`src/rtl/piso4.sv`:
```
// piso4: frames an accepted parallel word as start, data LSB-first,
// optional parity and stop bits, each held for DIV clocks.
module piso4 #(
    parameter int W         = 4,
    parameter int DIV       = 4,
    parameter int PARITY_EN = 1,
    parameter int ODD       = 0
) (
    input  logic         c,
    input  logic         r,
    input  logic [W-1:0] d,
    input  logic         load,
    output logic         ready,
    output logic         so,
    output logic         busy,
    output logic         done
);

    localparam int BW = (W > 1) ? $clog2(W) : 1;
    localparam logic [7:0] DIV_LAST = 8'(DIV - 1);
    localparam logic [BW-1:0] BIT_LAST = BW'(W - 1);

    typedef enum logic [2:0] {
        IDLE,
        START,
        DATA,
        PARITY,
        STOP
    } state_t;

    state_t        state_q, state_d;
    logic [7:0]    div_q, div_d;
    logic [BW-1:0] bit_q, bit_d;
    logic [W-1:0]  sh_q, sh_d;
    logic          par_q, par_d;
    logic          so_q, so_d;
    logic          busy_q, busy_d;
    logic          done_q, done_d;
    logic          ready_q, ready_d;
    logic          tick;

    assign tick  = (div_q == DIV_LAST);
    assign so    = so_q;
    assign busy  = busy_q;
    assign done  = done_q;
    assign ready = ready_q;

    always_comb begin
        state_d = state_q;
        div_d   = div_q;
        bit_d   = bit_q;
        sh_d    = sh_q;
        par_d   = par_q;
        so_d    = so_q;
        busy_d  = busy_q;
        done_d  = 1'b0;
        ready_d = ready_q;
        unique case (state_q)
            IDLE: begin
                so_d    = 1'b1;
                busy_d  = 1'b0;
                ready_d = 1'b1;
                div_d   = '0;
                bit_d   = '0;
                if (load) begin
                    sh_d    = d;
                    par_d   = (^d) ^ (ODD != 0);
                    state_d = START;
                    ready_d = 1'b0;
                end
            end
            START: begin
                // first START cycle only arms the line; bit timing starts here
                if (!busy_q) begin
                    busy_d = 1'b1;
                    so_d   = 1'b0;
                    div_d  = '0;
                end else if (tick) begin
                    div_d   = '0;
                    bit_d   = '0;
                    state_d = DATA;
                    so_d    = sh_q[0];
                end else begin
                    div_d = div_q + 8'd1;
                end
            end
            DATA: begin
                if (!tick) begin
                    div_d = div_q + 8'd1;
                end else begin
                    div_d = '0;
                    if (bit_q == BIT_LAST) begin
                        if (PARITY_EN != 0) begin
                            state_d = PARITY;
                            so_d    = par_q;
                        end else begin
                            state_d = STOP;
                            so_d    = 1'b1;
                        end
                    end else begin
                        bit_d = bit_q + BW'(1);
                        sh_d  = sh_q >> 1;
                        so_d  = sh_d[0];
                    end
                end
            end
            PARITY: begin
                if (!tick) begin
                    div_d = div_q + 8'd1;
                end else begin
                    div_d   = '0;
                    state_d = STOP;
                    so_d    = 1'b1;
                end
            end
            STOP: begin
                if (!tick) begin
                    div_d = div_q + 8'd1;
                end else begin
                    div_d   = '0;
                    state_d = IDLE;
                    so_d    = 1'b1;
                    busy_d  = 1'b0;
                    done_d  = 1'b1;
                    ready_d = 1'b1;
                end
            end
            default: begin
                state_d = IDLE;
                so_d    = 1'b1;
                busy_d  = 1'b0;
                ready_d = 1'b1;
            end
        endcase
    end

    always_ff @(posedge c) begin
        if (!r) begin
            state_q <= IDLE;
            div_q   <= '0;
            bit_q   <= '0;
            sh_q    <= '0;
            par_q   <= 1'b0;
            so_q    <= 1'b1;
            busy_q  <= 1'b0;
            done_q  <= 1'b0;
            ready_q <= 1'b1;
        end else begin
            state_q <= state_d;
            div_q   <= div_d;
            bit_q   <= bit_d;
            sh_q    <= sh_d;
            par_q   <= par_d;
            so_q    <= so_d;
            busy_q  <= busy_d;
            done_q  <= done_d;
            ready_q <= ready_d;
        end
    end

endmodule
```
`config.mk`:
```
export PLATFORM = sky130hd
export DESIGN_NAME = piso4
export DESIGN_NICKNAME = d
export VERILOG_FILES = /design/src/rtl/piso4.sv
export SDC_FILE = /design/constraint.sdc
export NUM_CORES = 1
export LEC_CHECK = 0
export BUFFER_PORTS_ARGS = -buffer_cell sky130_fd_sc_hd__buf_2
export CORE_MARGIN = 2
export CORE_UTILIZATION = 57
export DETAILED_ROUTE_END_ITERATION = 16
export MAX_ROUTING_LAYER = met4
export PLACE_DENSITY = 0.77
export REMOVE_ABC_BUFFERS = 1
export SLEW_MARGIN = 20
export SYNTH_ARGS = -nofsm -noshare
export SYNTH_HDL_FRONTEND = slang
export SYNTH_SLANG_ARGS = --single-unit
```
`constraint.sdc`:
```
create_clock -name c -period 4.5 [get_ports c]
set_clock_uncertainty 0.1 [all_clocks]
set_input_delay 0.225 -clock c [delete_from_list [all_inputs] [get_ports c]]
set_output_delay 0.225 -clock c [all_outputs]
set_load 0.05 [all_outputs]
```
==> results.md, run 1 <==
* Unrepaired setup endpoints after global routing: false
* Initial antenna violation count at 0
* Cell Area, Synth at roughly 0.0012 sq mm
* Worst slew pin tran at ~0.63 ns
* Static leakage at ~0.46 nW
* Post-Syn Area per Cell at a little under 9 sq um
* Fill count at between 150 and 200
* Setup bufs post-CTS at 0
* Area share of the largest cell type after synthesis at 36.8%
* Status: finished clean
* Rows at 16
* EDFF count, synth at 0
* Die Width at around 50 um
* DRT Wirelength at ~2300 um
* Ys flop type: dfxtp_1
* Ys Warns at 0
* Max Transition Viols Final at 0
* Htree depth at 1
* Clock tree buffer depth at 2
* Vias in the first global route at slightly above 900
* Syn Inst Count at 135
* Crit-path max FO at 18
* WP buf/inv at 0
* RePlAce Congestion at 0.828
* # hold bufs at CTS at 0
* Worst skew pair latency at 0.32 ns
* HPWL Detailed at ~1600 um
* Critical Path, Cell by Cell: nor3b_4 > a21oi_2 > or3_1 > a21oi_1
* DRC violations left at 0
* Detail Route Antenna Nets at 0
* Post-synth top area cell: dfxtp_1
* CTS tree: yes
* Via density at between 5 and 6
* Distinct cell type count after synthesis at 40
* Crit-path max cell delay at about 0.71 ns
* Drt pass-1 iters at 4
* DP Area at between 0.001 and 0.0015 sq mm
* F_max at 486 MHz
* # resized after CTS at 0
* Core area at approximately 0.0020 sq mm
* Hold Path Class: input pin to flip-flop
* Max VDD drop at 223 uV
* Arrival @ worst endpoint at ~2.2 ns
* Clk sinks at 22
* Setup tns final at 0 ns
* Synth top area cells: dfxtp_1, xnor2_1, mux2i_1
* Layout Utilization at between 60% and 70%
* Crit path time final at between 2 and 2.5 ns
* Worst setup path category: flip-flop to flip-flop
* Layout cells sized above 1 at between 10% and 20%
* Wire per inst at 13.5 um
* Placed instance count at ~170
* Max-Cap Viols at 0
* Via count at about 980
* Commonest non-fill, non-tap cell in the layout: dfxtp_1
* CP delay by family, top: simple AND/OR/NAND/NOR gates
* Overflow after GRT at 0
* Crit end category: flip-flop
* I/O pin count at 11
* Rel. slew slack at a little under 60%
* Clock transition at path regs at roughly 0.13 ns
* Critical Path Start Type: flip-flop
* Power Density at ~290 mW/mm^2
* Final antenna diode count at 0
* Initial Util at 61.0%
* Final non-filler cell total at 170
* Fin crit share at a little under half
* Final hold vios at 0
* Largest net degree at the start of global routing at 19
* Worst Path Required at 4.66 ns
* Yosys reg bits at 22
* Cell area after layout at 0.00128 sq mm
* Slowest CP cell: dfxtp_1
* Starting DRC count in detailed routing at 29
* First-pass GRT wire length at around 4000 um
* Fraction of registers with async set/reset at 0%
* TritonCTS Buffers at 3
* Overall global routing resource usage at 21.6%
* # nets final at roughly 150
* Die Y at 49.8 um
* P&R area growth vs syn at 7.01%
* Setup violators final at 0
* CTS root buf: clkbuf_4
* Commonest cells after routing, fill and taps aside: dfxtp_1, nor2_1, nand2_1, buf_2, o21ai_0
* I/O Buffers at 10
* Register area share after synthesis at ~37%
* Die area at roughly 0.0025 sq mm
-- worst reg2reg max path, delay by kind of cell, from the launching register on --
| kind | cells | cell delay [ns] |
|---|---|---|
| simple gates | 2 | 0.89 |
| compound gates | 2 | 0.30 |
| flops | 1 | 0.71 |
-- power breakdown --
part           switching (mW)  leakage (nW)  internal (mW)  total (mW)
sequential            0.00973         0.179          0.202       0.212
clock                  0.0636        0.0210         0.0495       0.113
combinational          0.0310         0.255         0.0209      0.0520
-- metrics by stage --
stage                     power [mW]  hold slack [ns]  setup WS (ns)
after floorplan                0.253            0.187           2.71
after global placement         0.266            0.351           2.58
after detailed placement       0.268            0.374           2.48
after CTS                      0.378           0.0696           2.44
after global routing           0.392           0.0849           2.32
final                          0.377           0.0705           2.44
-- cells in the mapped netlist (3+ instances only) --
cell       n
nor2_1    14
nand3_1    5
o21ai_0    9
nor3_1     3
a211oi_1   4
nand2_1   10
a21oi_1    7
mux2i_1    6
xor2_1     4
xnor2_1    7
inv_1      5
nand4_1    3
or3_1      3
dfxtp_1   22
-- area by class of cell --
class | instances | area, sq um | area share, %
clock buffers | 4 | 36.3 | 2.83
inverters | 5 | 18.8 | 1.47
multi-input cells | 102 | 701 | 54.7
flip-flops and latches | 22 | 440 | 34.4
well taps | 27 | 33.8 | 2.64
repair buffers | 10 | 50.0 | 3.91
-- final timing paths --
kind	start	to	slack [ns]	depth (start not counted)
setup / recovery	state_q[1]	sh_q[0]	2.44	4
hold / removal	r	ready	0.07	2
setup reg to reg	state_q[1]	sh_q[0]	2.44	4
hold reg to reg	bit_q[1]	bit_q[1]	0.39	2
-- registers in the layout, indices dropped and copies added, names as in the netlist --
signal,flops
bit_q,2
busy,1
div_q,8
done,1
par_q,1
ready,1
sh_q,4
so,1
state_q,3
-- cell families (layout without fill, tap and decap cells) --
family	after synthesis	count (layout)	synth area share [%]
AND/OR/NAND/NOR	48	48	23.9
AO/OA/AOI/OAI	35	35	19.6
flip-flops	22	22	36.8
XOR/XNOR	11	11	8.05
buffers and inverters	11	19	4.60
multiplexers	6	6	5.02
adder cells (fa/ha/maj)	2	2	2.09
-- per-layer routing --
metal	global-route usage (%)	vias to the layer above	part of all wire, %
li1	-	503	-
met2	36.0	18	50
met3	3.94	4	2.4
met4	6.48	0	1.1
met1	26.6	452	46
met5	-	-	0
(Power assumes the default switching activity.)
==> run 2: changes to the inputs <==
--- a/config.mk
+++ b/config.mk
@@ -7,10 +7,10 @@
 export LEC_CHECK = 0
 export BUFFER_PORTS_ARGS = -buffer_cell sky130_fd_sc_hd__buf_2
 export CORE_MARGIN = 2
-export CORE_UTILIZATION = 57
+export CORE_UTILIZATION = 51
 export DETAILED_ROUTE_END_ITERATION = 16
 export MAX_ROUTING_LAYER = met4
-export PLACE_DENSITY = 0.77
+export PLACE_DENSITY = 0.73
 export REMOVE_ABC_BUFFERS = 1
 export SLEW_MARGIN = 20
 export SYNTH_ARGS = -nofsm -noshare
==> constraint.sdc (replaced) <==
create_clock -name c -period 1.82 [get_ports c]
set_clock_uncertainty 0.1 [all_clocks]
set_input_delay 0.091 -clock c [delete_from_list [all_inputs] [get_ports c]]
set_output_delay 0.091 -clock c [all_outputs]
set_load 0.05 [all_outputs]
==> results.md, run 2 (synthesis results as in run 1) <==
* Max-Cap Viols at 0
* DRT Wirelength at about 2700 um
* Via density at 5.91
* Initial Util at a little over half
* F_max at about 550 MHz
* # nets final at between 150 and 200
* Hold Startpoint: load
* Final worst slack at -0.0122 ns
* Max VDD drop at 619 uV
* Max reg flops at 8
* Core area at ~0.0022 sq mm
* I/O Buffers at 10
* Initial antenna violation count at 0
* Most used routing layer: met2
* Status: finished with violations
* CP startpoint: div_q[0]
* Layout cells sized above 1 at a little under a quarter
* First-pass GRT wire length at roughly 4300 um
* Die Width at 52.4 um
* Worst setup path category: flip-flop to flip-flop
* CTS root buf: clkbuf_4
* Detail Route Antenna Nets at 0
* GRT met3 Usage at under 10%
* Final antenna diode count at 0
* RePlAce Congestion at ~0.85
* Rows at 17
* TritonCTS Buffers at 3
* Max Transition Viols Final at 0
* Fin crit share at 101%
* Power Density at roughly 740 mW/mm^2
* DRC violations left at 0
* Largest net degree at the start of global routing at 17
* Total Power at roughly 1.1 mW
* Wire per inst at approximately 15 um
* Htree depth at 1
* Die Y at about 52 um
* Vias in the first global route at 1,006
* Overflow after GRT at 0
* Rel. slew slack at between 60% and 70%
* Starting DRC count in detailed routing at 49
* HPWL Detailed at roughly 1800 um
* Setup violators final at 7
* Failing checks: negative setup slack
* Layout Utilization at approximately 65%
* Min Hold Slack at 0.0382 ns
* Die area at between 0.002 and 0.003 sq mm
* Clock tree buffer depth at 2
* Drt pass-1 iters at 5
* Largest Register: div_q
* Via count at about 1,100
* Hold Path Class: input pin to flip-flop
* Static leakage at ~0.53 nW
* Largest regs: div_q x8, sh_q x4, state_q x3
* Reg-to-Reg Start: div_q[0]
* Crit-path max FO at 7
* Commonest cells after routing, fill and taps aside: dfxtp_1, nor2_1, buf_2
* Worst Path Required at slightly below 2 ns
* Arrival @ worst endpoint at a little under 2 ns
* I/O pin count at 11
* Commonest non-fill, non-tap cell in the layout: dfxtp_1
* Clk sinks at 22
* Overall global routing resource usage at 21.8%
* Crit path time final at 1.83 ns
* Worst slew pin tran at between 0.4 and 0.5 ns
* Met1 global-route usage at a little over a quarter
* Worst skew pair latency at around 0.32 ns
* Critical Path Start Type: flip-flop
* P&R area growth vs syn at 19.7%
* Final hold vios at 0
* Met2 usage at between 30% and 40%
* Clock transition at path regs at 0.13 ns
* CTS tree: yes
* Crit end category: flip-flop
[run 2: cell types whose count changed in the layout (fill, tap and decap cells not counted), moves of 2 or more]
| cell | change |
|---|---|
| buf_4 | +9 |
| dfxtp_1 | -3 |
| dfxtp_2 | +3 |
| dlygate4sd3_1 | +2 |
[run 2: power breakdown]
part | switching [mW] | internal, mW
logic | 0.0893 | 0.0667
registers | 0.0190 | 0.500
clock network | 0.161 | 0.223
[run 2: metrics by stage]
step           setup slack (ns)  area [sq um]  TNS, ns  std cells
3_5_place_dp             0.0580          1330        0        176
4_1_cts                  0.0147          1400        0        182
5_1_grt                 -0.0721          1430   -0.572        183
2_1_floorplan            0.0292          1160        0        129
3_3_place_gp             0.0945          1330        0        176
6_report                -0.0122          1430  -0.0441        183
[run 2: what timing repair did]
item / in CTS / in global routing
gates resized for setup: 0 / 7
endpoints found under the hold margin: 2 / 0
setup buffers: 0 / 1
setup endpoints to repair: 0 / 8
hold buffers: 2 / 0
[run 2: area by class of cell]
class | instances | area [sq um]
fill | 183 | 781
multi-input combinational | 102 | 723
sequential | 22 | 444
timing repair buffer | 22 | 158
tap | 28 | 35.0
clock inverter | 1 | 30.0
clock buffer | 3 | 22.5
inverter | 5 | 18.8
[run 2: layer usage]
layer | vias up | routed length, um
met5 | - | 0
met4 | 0 | 71
met3 | 10 | 139
met2 | 47 | 1360
met1 | 497 | 1160
li1 | 527 | -
[run 2: final timing paths]
check             depth (start not counted)  slack, ns       end
setup / recovery                          7      -0.01  div_q[0]
hold / removal                            4       0.04     ready
setup reg to reg                          7      -0.01  div_q[0]
hold reg to reg                           2       0.37        so
[run 2: worst max-delay path, cell delays in order (launching register included)]
cell and delay (ns):
dfxtp_2 0.40, ha_4 0.16, nor4b_4 0.36, buf_4 0.18, a21oi_1 0.08, o21ai_1 0.21
buf_4 0.19, nor2_1 0.05
==> run 3: changes to the inputs <==
--- a/config.mk
+++ b/config.mk
@@ -6,11 +6,11 @@
 export NUM_CORES = 1
 export LEC_CHECK = 0
 export BUFFER_PORTS_ARGS = -buffer_cell sky130_fd_sc_hd__buf_2
+export CORE_ASPECT_RATIO = 0.5
 export CORE_MARGIN = 2
-export CORE_UTILIZATION = 51
+export CORE_UTILIZATION = 40
 export DETAILED_ROUTE_END_ITERATION = 16
 export MAX_ROUTING_LAYER = met4
-export PLACE_DENSITY = 0.73
 export REMOVE_ABC_BUFFERS = 1
 export SLEW_MARGIN = 20
 export SYNTH_ARGS = -nofsm -noshare
==> constraint.sdc (replaced) <==
create_clock -name c -period 1.82 [get_ports c]
set_clock_uncertainty 0.1 [all_clocks]
set_input_delay 0 -clock c [delete_from_list [all_inputs] [get_ports c]]
set_output_delay 0 -clock c [all_outputs]
set_load 0.05 [all_outputs]
==> results.md, run 3 (synthesis results as in run 1) <==
* Max VDD drop at ~380 uV
* CTS tree: yes
* Critical Path, Cell by Cell: ha_1 > nor4b_4 > buf_4 > and2_2 > o21ai_0 > a221oi_1
* Die area at ~0.0035 sq mm
* WP buf/inv at 1
* Clock tree buffer depth at 2
* NetSw at around 270 uW
* Int Pwr at 759 uW
* Unrepaired setup endpoints after global routing: false
* I/O pin count at 11
* P&R area growth vs syn at 21.0%
* Overflow after GRT at 0
* Initial Util at roughly 44%
* DRT Wirelength at roughly 2600 um
* Largest Register: div_q
* FF-to-FF End: state_q[0]
* Die Width at 81.3 um
* Crit end category: flip-flop
* Detail Route Antenna Nets at 0
* Rel. slew slack at between 70 and 80%
* Static leakage at approximately 0.55 nW
* Hold Path Class: input pin to flip-flop
* Worst slew pin tran at roughly 0.4 ns
* Worst setup path category: flip-flop to flip-flop
* First-pass GRT wire length at 4400 um
* Reg2reg path depth at 6
* CTS root buf: clkbuf_8
* Final hold vios at 0
* Status: finished clean
* Clock transition at path regs at approximately 0.080 ns
* Hold worst-path end: par_q
* Critical Path Start Type: flip-flop
* Wire per inst at ~13 um
* Clk sinks at 22
* Fill count at 250
* Layout Utilization at a little over half
* Starting DRC count in detailed routing at 27
* Commonest non-fill, non-tap cell in the layout: dfxtp_1
* DRC violations left at 0
* R2r setup slk at 0.14 ns
* Via density at ~5.2
* RePlAce Congestion at 0.849
* Power Density at just over 700 mW/mm^2
* Hold Startpoint: d[1]
* Largest regs: div_q x8, sh_q x4, state_q x3
* Arrival @ worst endpoint at 1.75 ns
* Vias in the first global route at about 930
* Via count at approximately 1,000
* Sequential group share of total power at 49.9%
* Fin crit share at roughly 90%
* Drt pass-1 iters at 4
* Max-Cap Viols at 0
* Htree depth at 1
* Crit path time final at ~1.7 ns
* CP delay by family, top: flip-flops
* Overall global routing resource usage at 17.5%
* Initial antenna violation count at 0
* Crit-path max cell delay at 0.38 ns
* Met2 WL post-DR at between 1000 and 1500 um
* Total stage count of the critical path at 6
* Comb power frac at between 15 and 20%
* WL met3 at around 90 um
* Final antenna diode count at 0
* Layout cells sized above 1 at a little under a quarter
* Top layer used by detailed routing: met4
* F_max at slightly below 600 MHz
* WL met1 at around 1400 um
* Max Transition Viols Final at 0
* Core area at roughly 0.0027 sq mm
* Crit-path max FO at 5
* HPWL Detailed at roughly 1900 um
* Worst skew pair latency at between 0.2 and 0.3 ns
* Die Y at approximately 43 um
* Largest net degree at the start of global routing at 13
* TritonCTS Buffers at 3
* Switch share at between 20% and 30%
* Worst Path Required at ~1.9 ns
* Commonest cells after routing, fill and taps aside: dfxtp_1, nor2_1, buf_4
* Slowest CP cell: dfxtp_1
* Rows at 13
* Setup violators final at 0
* Setup tns final at 0 ns
* Reg-to-Reg Start: div_q[0]
* Hold path depth at 4
* I/O Buffers at 10
* # nets final at 169
* Clock network power share at 34.8%
* Max reg flops at 8
==> run 3: stage by stage <==
stage / hold slack (ns) / total power [mW] / cell area (sq um) / setup WS [ns] / instances
detailed placement: 0.192 / 0.675 / 1340 / 0.0443 / 187
global placement: 0.179 / 0.672 / 1340 / 0.0282 / 187
finish: 0.0250 / 1.03 / 1450 / 0.142 / 196
CTS: 0.0252 / 1.05 / 1410 / 0.0142 / 193
floorplan: -0.0381 / 0.626 / 1160 / 0.0292 / 129
global route: 0.0730 / 1.09 / 1450 / 0.00745 / 196
==> run 3: final cells by class <==
type / count / area, sq um / share of cell area, %
sequential: 22 / 440 / 30.4
clock buffer: 4 / 55.1 / 3.80
multi-input combinational: 102 / 712 / 49.2
timing repair buffer: 26 / 175 / 12.1
tap: 37 / 46.3 / 3.20
inverter: 5 / 18.8 / 1.30
==> run 3: how the worst max path moves through the flow <==
stage                     from    endpoint  slack (ns)
detailed placement    div_q[0]    bit_q[0]        0.04
finish                div_q[0]  state_q[0]        0.14
global route        state_q[2]          so       0.007
CTS                   div_q[0]    bit_q[1]        0.01
floorplan           state_q[1]     sh_q[0]        0.03
global placement      div_q[0]    bit_q[0]        0.03
==> run 3: power groups by stage <==
stage               Clock [mW]  Combinational, mW  Sequential (mW)
floorplan                    0             0.0748            0.551
finish                   0.358              0.158            0.513
detailed placement           0              0.150            0.525
CTS                      0.381              0.154            0.513
global route             0.398              0.175            0.517
global placement             0              0.148            0.525
==> run 3: worst min-delay path: cells and delay by family <==
| family | cells | cell delay [ns] |
|---|---|---|
| AOI/OAI and AO/OA | 1 | 0.06 |
| buffers and inverters | 1 | 0.09 |
| xor gates and xnor gates | 2 | 0.20 |
==> run 3: timing repair <==
action                                  4_1_cts  5_1_grt
hold endpoints to repair                      5        0
resized for setup                             0        3
endpoints found under the setup margin        0        8
buffers inserted                              0        3
hold buffers                                  2        0
==> run 3: per-layer routing <==
| layer | GRT usage [%] | vias up |
|---|---|---|
| met5 | - | - |
| met4 | 6.10 | 0 |
| met3 | 5.74 | 4 |
| met2 | 23.4 | 12 |
| met1 | 24.4 | 476 |
| li1 | - | 534 |
